`src/rtl/clk_period_meter_if.sv`:
```
// Signal bundle between a measured clock source (master) and clk_period_meter (slave).
interface clk_period_meter_if #(
    parameter int CNT_W = 27
);
    logic             sig_in;
    logic [CNT_W-1:0] period;
    logic             period_valid;
    logic             timeout;
    logic             locked;

    modport master (output sig_in, input period, period_valid, timeout, locked);
    modport slave  (input sig_in, output period, period_valid, timeout, locked);
endinterface

```
`src/rtl/clk_period_meter.sv`:
```
// Edge-to-edge period meter for a slow square wave, with timeout and lock detection.
// Optional 4-sample averaging of the reported period when PERIOD_AVG_EN is defined.
//
// state   | meaning
// IDLE    | after reset, waiting for the first rising edge
// MEASURE | counting cycles between rising edges, reporting each interval
// TIMEOUT | no edge for TIMEOUT_CYC cycles; next edge restarts measurement
module clk_period_meter #(
    parameter int CNT_W         = 27,
    parameter int EXPECT_PERIOD = 50_000_000,
    parameter int TOL           = 1000,
    parameter int TIMEOUT_CYC   = 100_000_000
) (
    input  logic clock_50M,
    input  logic reset,
    clk_period_meter_if.slave meter_if
);
    typedef enum logic [1:0] {IDLE, MEASURE, TIMEOUT} state_t;

    localparam logic [CNT_W:0]   TOL_LO   = (CNT_W+1)'(EXPECT_PERIOD - TOL);
    localparam logic [CNT_W:0]   TOL_HI   = (CNT_W+1)'(EXPECT_PERIOD + TOL);
    localparam logic [CNT_W-1:0] CNT_LAST = CNT_W'(TIMEOUT_CYC - 1);

    state_t           state_q, state_d;
    logic             s1_q, s2_q, s3_q;
    logic             rise;
    logic [CNT_W-1:0] cnt_q, cnt_d;
    logic [CNT_W-1:0] period_q, period_d;
    logic             valid_q, valid_d;
    logic             timeout_q, timeout_d;
    logic             locked_q, locked_d;
    logic [1:0]       lock_cnt_q, lock_cnt_d;
    logic [CNT_W-1:0] meas;
    logic [CNT_W-1:0] result;
    logic             result_ok;
    logic             in_tol;

    assign rise = s2_q & ~s3_q;
    assign meas = cnt_q + CNT_W'(1);

`ifdef PERIOD_AVG_EN
    logic [CNT_W-1:0] hist_q [4];
    logic [CNT_W-1:0] hist_d [4];
    logic [CNT_W+1:0] sum_q, sum_d, sum_nxt;
    logic [2:0]       fill_q, fill_d;

    assign sum_nxt   = sum_q + (CNT_W+2)'(meas) - (CNT_W+2)'(hist_q[3]);
    assign result    = sum_nxt[CNT_W+1:2];
    assign result_ok = (fill_q >= 3'd3);
`else
    assign result    = meas;
    assign result_ok = 1'b1;
`endif

    assign in_tol = ({1'b0, result} >= TOL_LO) && ({1'b0, result} <= TOL_HI);

    always_comb begin
        state_d    = state_q;
        cnt_d      = cnt_q;
        period_d   = period_q;
        valid_d    = 1'b0;
        timeout_d  = timeout_q;
        locked_d   = locked_q;
        lock_cnt_d = lock_cnt_q;
`ifdef PERIOD_AVG_EN
        hist_d = hist_q;
        sum_d  = sum_q;
        fill_d = fill_q;
`endif
        case (state_q)
            IDLE: begin
                if (rise) begin
                    state_d = MEASURE;
                    cnt_d   = '0;
                end
            end
            MEASURE: begin
                // A rise on the threshold cycle is still a valid measurement.
                if (rise) begin
                    cnt_d = '0;
`ifdef PERIOD_AVG_EN
                    hist_d[0] = meas;
                    hist_d[1] = hist_q[0];
                    hist_d[2] = hist_q[1];
                    hist_d[3] = hist_q[2];
                    sum_d     = sum_nxt;
                    if (fill_q != 3'd4) fill_d = fill_q + 3'd1;
`endif
                    if (result_ok) begin
                        period_d = result;
                        valid_d  = 1'b1;
                        if (in_tol) begin
                            lock_cnt_d = (lock_cnt_q == 2'd2) ? 2'd2 : lock_cnt_q + 2'd1;
                            locked_d   = (lock_cnt_d == 2'd2);
                        end else begin
                            lock_cnt_d = 2'd0;
                            locked_d   = 1'b0;
                        end
                    end
                end else if (cnt_q == CNT_LAST) begin
                    state_d    = TIMEOUT;
                    timeout_d  = 1'b1;
                    locked_d   = 1'b0;
                    lock_cnt_d = 2'd0;
`ifdef PERIOD_AVG_EN
                    for (int i = 0; i < 4; i++) hist_d[i] = '0;
                    sum_d  = '0;
                    fill_d = 3'd0;
`endif
                end else begin
                    cnt_d = meas;
                end
            end
            TIMEOUT: begin
                if (rise) begin
                    state_d   = MEASURE;
                    cnt_d     = '0;
                    timeout_d = 1'b0;
                end
            end
            default: state_d = IDLE;
        endcase
    end

    always_ff @(posedge clock_50M or posedge reset) begin
        if (reset) begin
            state_q    <= IDLE;
            s1_q       <= 1'b0;
            s2_q       <= 1'b0;
            s3_q       <= 1'b0;
            cnt_q      <= '0;
            period_q   <= '0;
            valid_q    <= 1'b0;
            timeout_q  <= 1'b0;
            locked_q   <= 1'b0;
            lock_cnt_q <= 2'd0;
        end else begin
            state_q    <= state_d;
            s1_q       <= meter_if.sig_in;
            s2_q       <= s1_q;
            s3_q       <= s2_q;
            cnt_q      <= cnt_d;
            period_q   <= period_d;
            valid_q    <= valid_d;
            timeout_q  <= timeout_d;
            locked_q   <= locked_d;
            lock_cnt_q <= lock_cnt_d;
        end
    end

`ifdef PERIOD_AVG_EN
    always_ff @(posedge clock_50M or posedge reset) begin
        if (reset) begin
            for (int i = 0; i < 4; i++) hist_q[i] <= '0;
            sum_q  <= '0;
            fill_q <= 3'd0;
        end else begin
            hist_q <= hist_d;
            sum_q  <= sum_d;
            fill_q <= fill_d;
        end
    end
`endif

    assign meter_if.period       = period_q;
    assign meter_if.period_valid = valid_q;
    assign meter_if.timeout      = timeout_q;
    assign meter_if.locked       = locked_q;
endmodule
```
`src/flat_wrapper.sv`:
```
// flat-port wrapper written by rule: the top's interface ports become plain ports
module clk_period_meter_flat 
#(
    parameter int CNT_W         = 27,
    parameter int EXPECT_PERIOD = 50_000_000,
    parameter int TOL           = 1000,
    parameter int TIMEOUT_CYC   = 100_000_000
)
  (clock_50M, reset, meter_if_sig_in, meter_if_period, meter_if_period_valid, meter_if_timeout, meter_if_locked);
  clk_period_meter_if #(.CNT_W(CNT_W)) meter_if_i ();
  input  logic clock_50M;
  input  logic reset;
  input wire logic [$bits(meter_if_i.sig_in)-1:0] meter_if_sig_in;
  output wire logic [$bits(meter_if_i.period)-1:0] meter_if_period;
  output wire logic [$bits(meter_if_i.period_valid)-1:0] meter_if_period_valid;
  output wire logic [$bits(meter_if_i.timeout)-1:0] meter_if_timeout;
  output wire logic [$bits(meter_if_i.locked)-1:0] meter_if_locked;
  assign meter_if_i.sig_in = meter_if_sig_in;
  assign meter_if_period = meter_if_i.period;
  assign meter_if_period_valid = meter_if_i.period_valid;
  assign meter_if_timeout = meter_if_i.timeout;
  assign meter_if_locked = meter_if_i.locked;
  clk_period_meter #(.CNT_W(CNT_W), .EXPECT_PERIOD(EXPECT_PERIOD), .TOL(TOL), .TIMEOUT_CYC(TIMEOUT_CYC)) u_core (.clock_50M(clock_50M), .reset(reset), .meter_if(meter_if_i));
endmodule
```
`config.mk`:
```
export PLATFORM = sky130hd
export DESIGN_NAME = clk_period_meter_flat
export DESIGN_NICKNAME = d
export VERILOG_FILES = /design/src/rtl/clk_period_meter_if.sv /design/src/rtl/clk_period_meter.sv /design/src/flat_wrapper.sv
export SDC_FILE = /design/constraint.sdc
export NUM_CORES = 1
export LEC_CHECK = 0
export BUFFER_PORTS_ARGS = -buffer_cell sky130_fd_sc_hd__buf_2
export CORE_MARGIN = 3
export CORE_UTILIZATION = 60
export DETAILED_ROUTE_END_ITERATION = 7
export MAX_ROUTING_LAYER = met4
export PLACE_DENSITY = 0.91
export SYNTH_ARGS = -nofsm -noshare
export SYNTH_HDL_FRONTEND = slang
export SYNTH_SLANG_ARGS = --single-unit
```
`constraint.sdc`:
```
create_clock -name clock_50M -period 3.5 [get_ports clock_50M]
set_clock_uncertainty 0.1 [all_clocks]
set_input_delay 0.7 -clock clock_50M [delete_from_list [all_inputs] [get_ports clock_50M]]
set_output_delay 0.7 -clock clock_50M [all_outputs]
set_load 0.03 [all_outputs]
```
==> impl_metrics.csv <==
group,metric,value,unit
run_status,status,"finished, final reports clean",
sta,holdWs,0.270,ns
global_route,grt_pass1_wl,14.3,mm
drt,route.met2.wl,3.93,mm
drt,num_vias,3165,
yosys,synth_simple_gate_area_frac,0.248,
drt,wire_per_inst,17.0,um
layout,fin_util,0.688,
yosys,ys_ff_latch,63,
drt,postRouteAntennaNets,0,
cts,cts_tree,"built",
sta,setup_tns,0,ns
yosys,ys_types,63,
critical_path,crit_path_end_kind,"flip-flop",
yosys,yosys_warnings,0,
die,coreArea,5710,sq um
die,io_pins,33,
layout,fill_cells,463,
cts,clk_pin_slew_worst_paths,0.07,ns
sta,final-setup-viol-count,0,
global_route,antenna_found_initial,0,
yosys,muxShareOfSynthArea,0.0120,
yosys,synthCells,406,
place,pre_cts_ws,0.581,ns
yosys,synth.avg_cell_area,9.01,sq um
die,initial_core_util,0.641,
place,portBuffers,32,
cts,clockBufferDepth,2,
critical_path,critPathLaunchType,"flip-flop",
cts,htreeDepth,3,
sta,fmax,332,MHz
sta,setup_ws,0.491,ns
global_route,overflow,0,
drt,routed_wirelength,8.45,mm
layout,syn2layout_area_growth,7.35,%
critical_path,path_cells,"ha_1 > and4_4 > nand3_2 > or4_1 > nand3_4 > a21oi_1 > o21ai_0 > o31ai_1",
cts,hold_buffers,0,
place,routabilityCongestion,0.937,
sta,final_max_slew_viol_count,0,
pwr,ir_worst_vdd,0.369,mV
sta,finalCritPeriodShare,0.860,
drt,vias_per_cell,6.38,
pwr,p_per_area,464,nW/um^2
critical_path,critPathRequiredTime,3.62,ns
critical_path,worstSetupPathType,"flip-flop to flip-flop",
global_route,grt_max_degree,53,
job,maxCapViolCount,0,
yosys,async_flop_share,1.00,
place,place.detailed.hpwl,5.59,mm
critical_path,crit_slowest_cell,"or4_1",
layout,n_antenna_cell,0,
drt,drtPass1Iterations,5,
yosys,seq_area_frac_synth,0.431,
yosys,synthAdderAreaFrac,0.0103,
yosys,synth_xor_area_frac,0.0479,
cts,cts_resized,0,
yosys,synth_fp_nets,412,
yosys,synth_top_family_by_area,"simple AND/OR/NAND/NOR gates",
yosys,synth-compound-area-share,0.192,
die,num_rows,27,
yosys,synthesis.area,3660,sq um
yosys,synth-edff-count,0,
cts,clkLatencyLatePin,0.36,ns
critical_path,cp_max_fo,36,
drt,wl_met1,3.68,mm
critical_path,critical_path_arrival,3.13,ns
pwr,leakagePower,1.63,nW
sta,finalHoldViolations,0,
global_route,grt_pass1_vias,2967,
cts,numClockSinks,63,
drt,top_layer_used,"met4",
min_path,hold_class,"flip-flop to flip-flop",
layout,layout.nets,426,
layout,drive_gt1_frac,0.163,
die,die_area,7070,sq um
sta,tightest_slew,1.08,ns
die,dieWidth,84.1,um
cts,cts-root-buf,"clkbuf_8",
drt,drc,0,
critical_path,cp_slowest_stage_delay,0.68,ns
sta,finalCriticalPeriod,3.01,ns
drt,wl_met3,561,um
cts,numCtsBuffers,9,
global_route,grtUsageTotal,0.258,
critical_path,crit_family,"simple AND/OR/NAND/NOR gates",
critical_path,cp_num_buf_inv,0,
drt,first_iter_violations,378,
cts,post_cts_buffers,0,
sta,rsz0062_at_grt,"no",
sta,relSlewSlack,0.279,
die,die-height,84.1,um
yosys,ys.flop_type,"dfrtp_1",
==> worst paths after layout <==
kind	to	slack [ns]	start	cells past startpoint
max reg2reg	u_core.cnt_q[19]	0.49	u_core.cnt_q[0]	8
max in group asynchronous	u_core.cnt_q[0]	2.01	reset	3
min reg2reg	u_core.s2_q	0.27	u_core.s1_q	0
max	u_core.cnt_q[19]	0.49	u_core.cnt_q[0]	8
min in group asynchronous	u_core.meter_if.period[14]	0.51	reset	2
min	u_core.s2_q	0.27	u_core.s1_q	0
==> layout make-up <==
class | instances | area [sq um] | area share
repair buffers | 34 | 175 | 0.0446
flip-flops and latches | 63 | 1580 | 0.401
clock buffers | 11 | 131 | 0.0334
well taps | 72 | 90.1 | 0.0229
clock inverters | 4 | 47.5 | 0.0121
multi-input cells | 303 | 1870 | 0.477
inverters | 9 | 33.8 | 0.00860
==> registers in the layout, indices dropped and copies added (netlist names) <==
signal	cells
u_core.s2_q	1
u_core.s3_q	1
u_core.cnt_q	27
u_core.state_q	2
u_core.meter_if.period	27
u_core.meter_if.period_valid	1
u_core.s1_q	1
u_core.lock_cnt_q	2
u_core.meter_if.timeout	1
==> Yosys cell counts (6+ instances only) <==
master | n | share of area
o21ai_0 | 34 | 0.046
nor2_1 | 52 | 0.053
a21oi_1 | 40 | 0.055
inv_1 | 9 | 0.0092
dfrtp_1 | 63 | 0.43
o31ai_1 | 9 | 0.018
nand3_1 | 13 | 0.018
xor2_1 | 9 | 0.022
nand2_1 | 29 | 0.030
clkbuf_1 | 6 | 0.0062
nand4_1 | 12 | 0.021
buf_2 | 17 | 0.023
xnor2_1 | 11 | 0.026
o21ai_1 | 8 | 0.011
==> worst reg2reg max path, cell delays in order, from the launching register on <==
cell and delay [ns]:
dfrtp_1 0.52, ha_1 0.37, and4_4 0.31, nand3_2 0.11, or4_1 0.68, nand3_4 0.42
a21oi_1 0.09, o21ai_0 0.19, o31ai_1 0.10
==> through the flow <==
stage               cell area, sq um  total power [mW]  cells
floorplan                       3660              1.13    406
global placement                3750              1.21    481
detailed placement              3750              1.23    481
CTS                             3930              1.83    496
global route                    3930              1.90    496
finish                          3930              1.82    496
==> cell families (layout without fill, tap and decap cells) <==
group,after synthesis,count (layout)
buffers and inverters,40,58
adder cells (fa/ha/maj),3,3
multiplexers,4,4
AO/OA/AOI/OAI,117,117
AND/OR/NAND/NOR,159,159
XOR/XNOR,20,20
flip-flops,63,63
==> power breakdown <==
part	total [mW]	leakage, nW	internal, mW	switching [mW]
Clock	0.601	0.0892	0.323	0.278
Sequential	0.877	0.812	0.795	0.0820
Combinational	0.343	0.733	0.109	0.234
==> cells in the final DEF (no fill, tap or decap), types with 8 or more instances in the layout <==
cell type   n
nand4_1    12
nor2_1     52
clkbuf_8    9
o21ai_0    34
nand3_1    13
buf_2      32
a21oi_1    40
xor2_1      9
dfrtp_1    63
o21ai_1     8
inv_1       8
xnor2_1    11
o31ai_1     9
nand2_1    29
==> per-layer routing <==
| metal | global-route usage | up-vias |
|---|---|---|
| li1 | - | 1481 |
| met1 | 0.331 | 1516 |
| met2 | 0.389 | 137 |
| met3 | 0.0503 | 31 |
| met4 | 0.129 | 0 |
| met5 | - | - |
(Power assumes the default switching activity.)
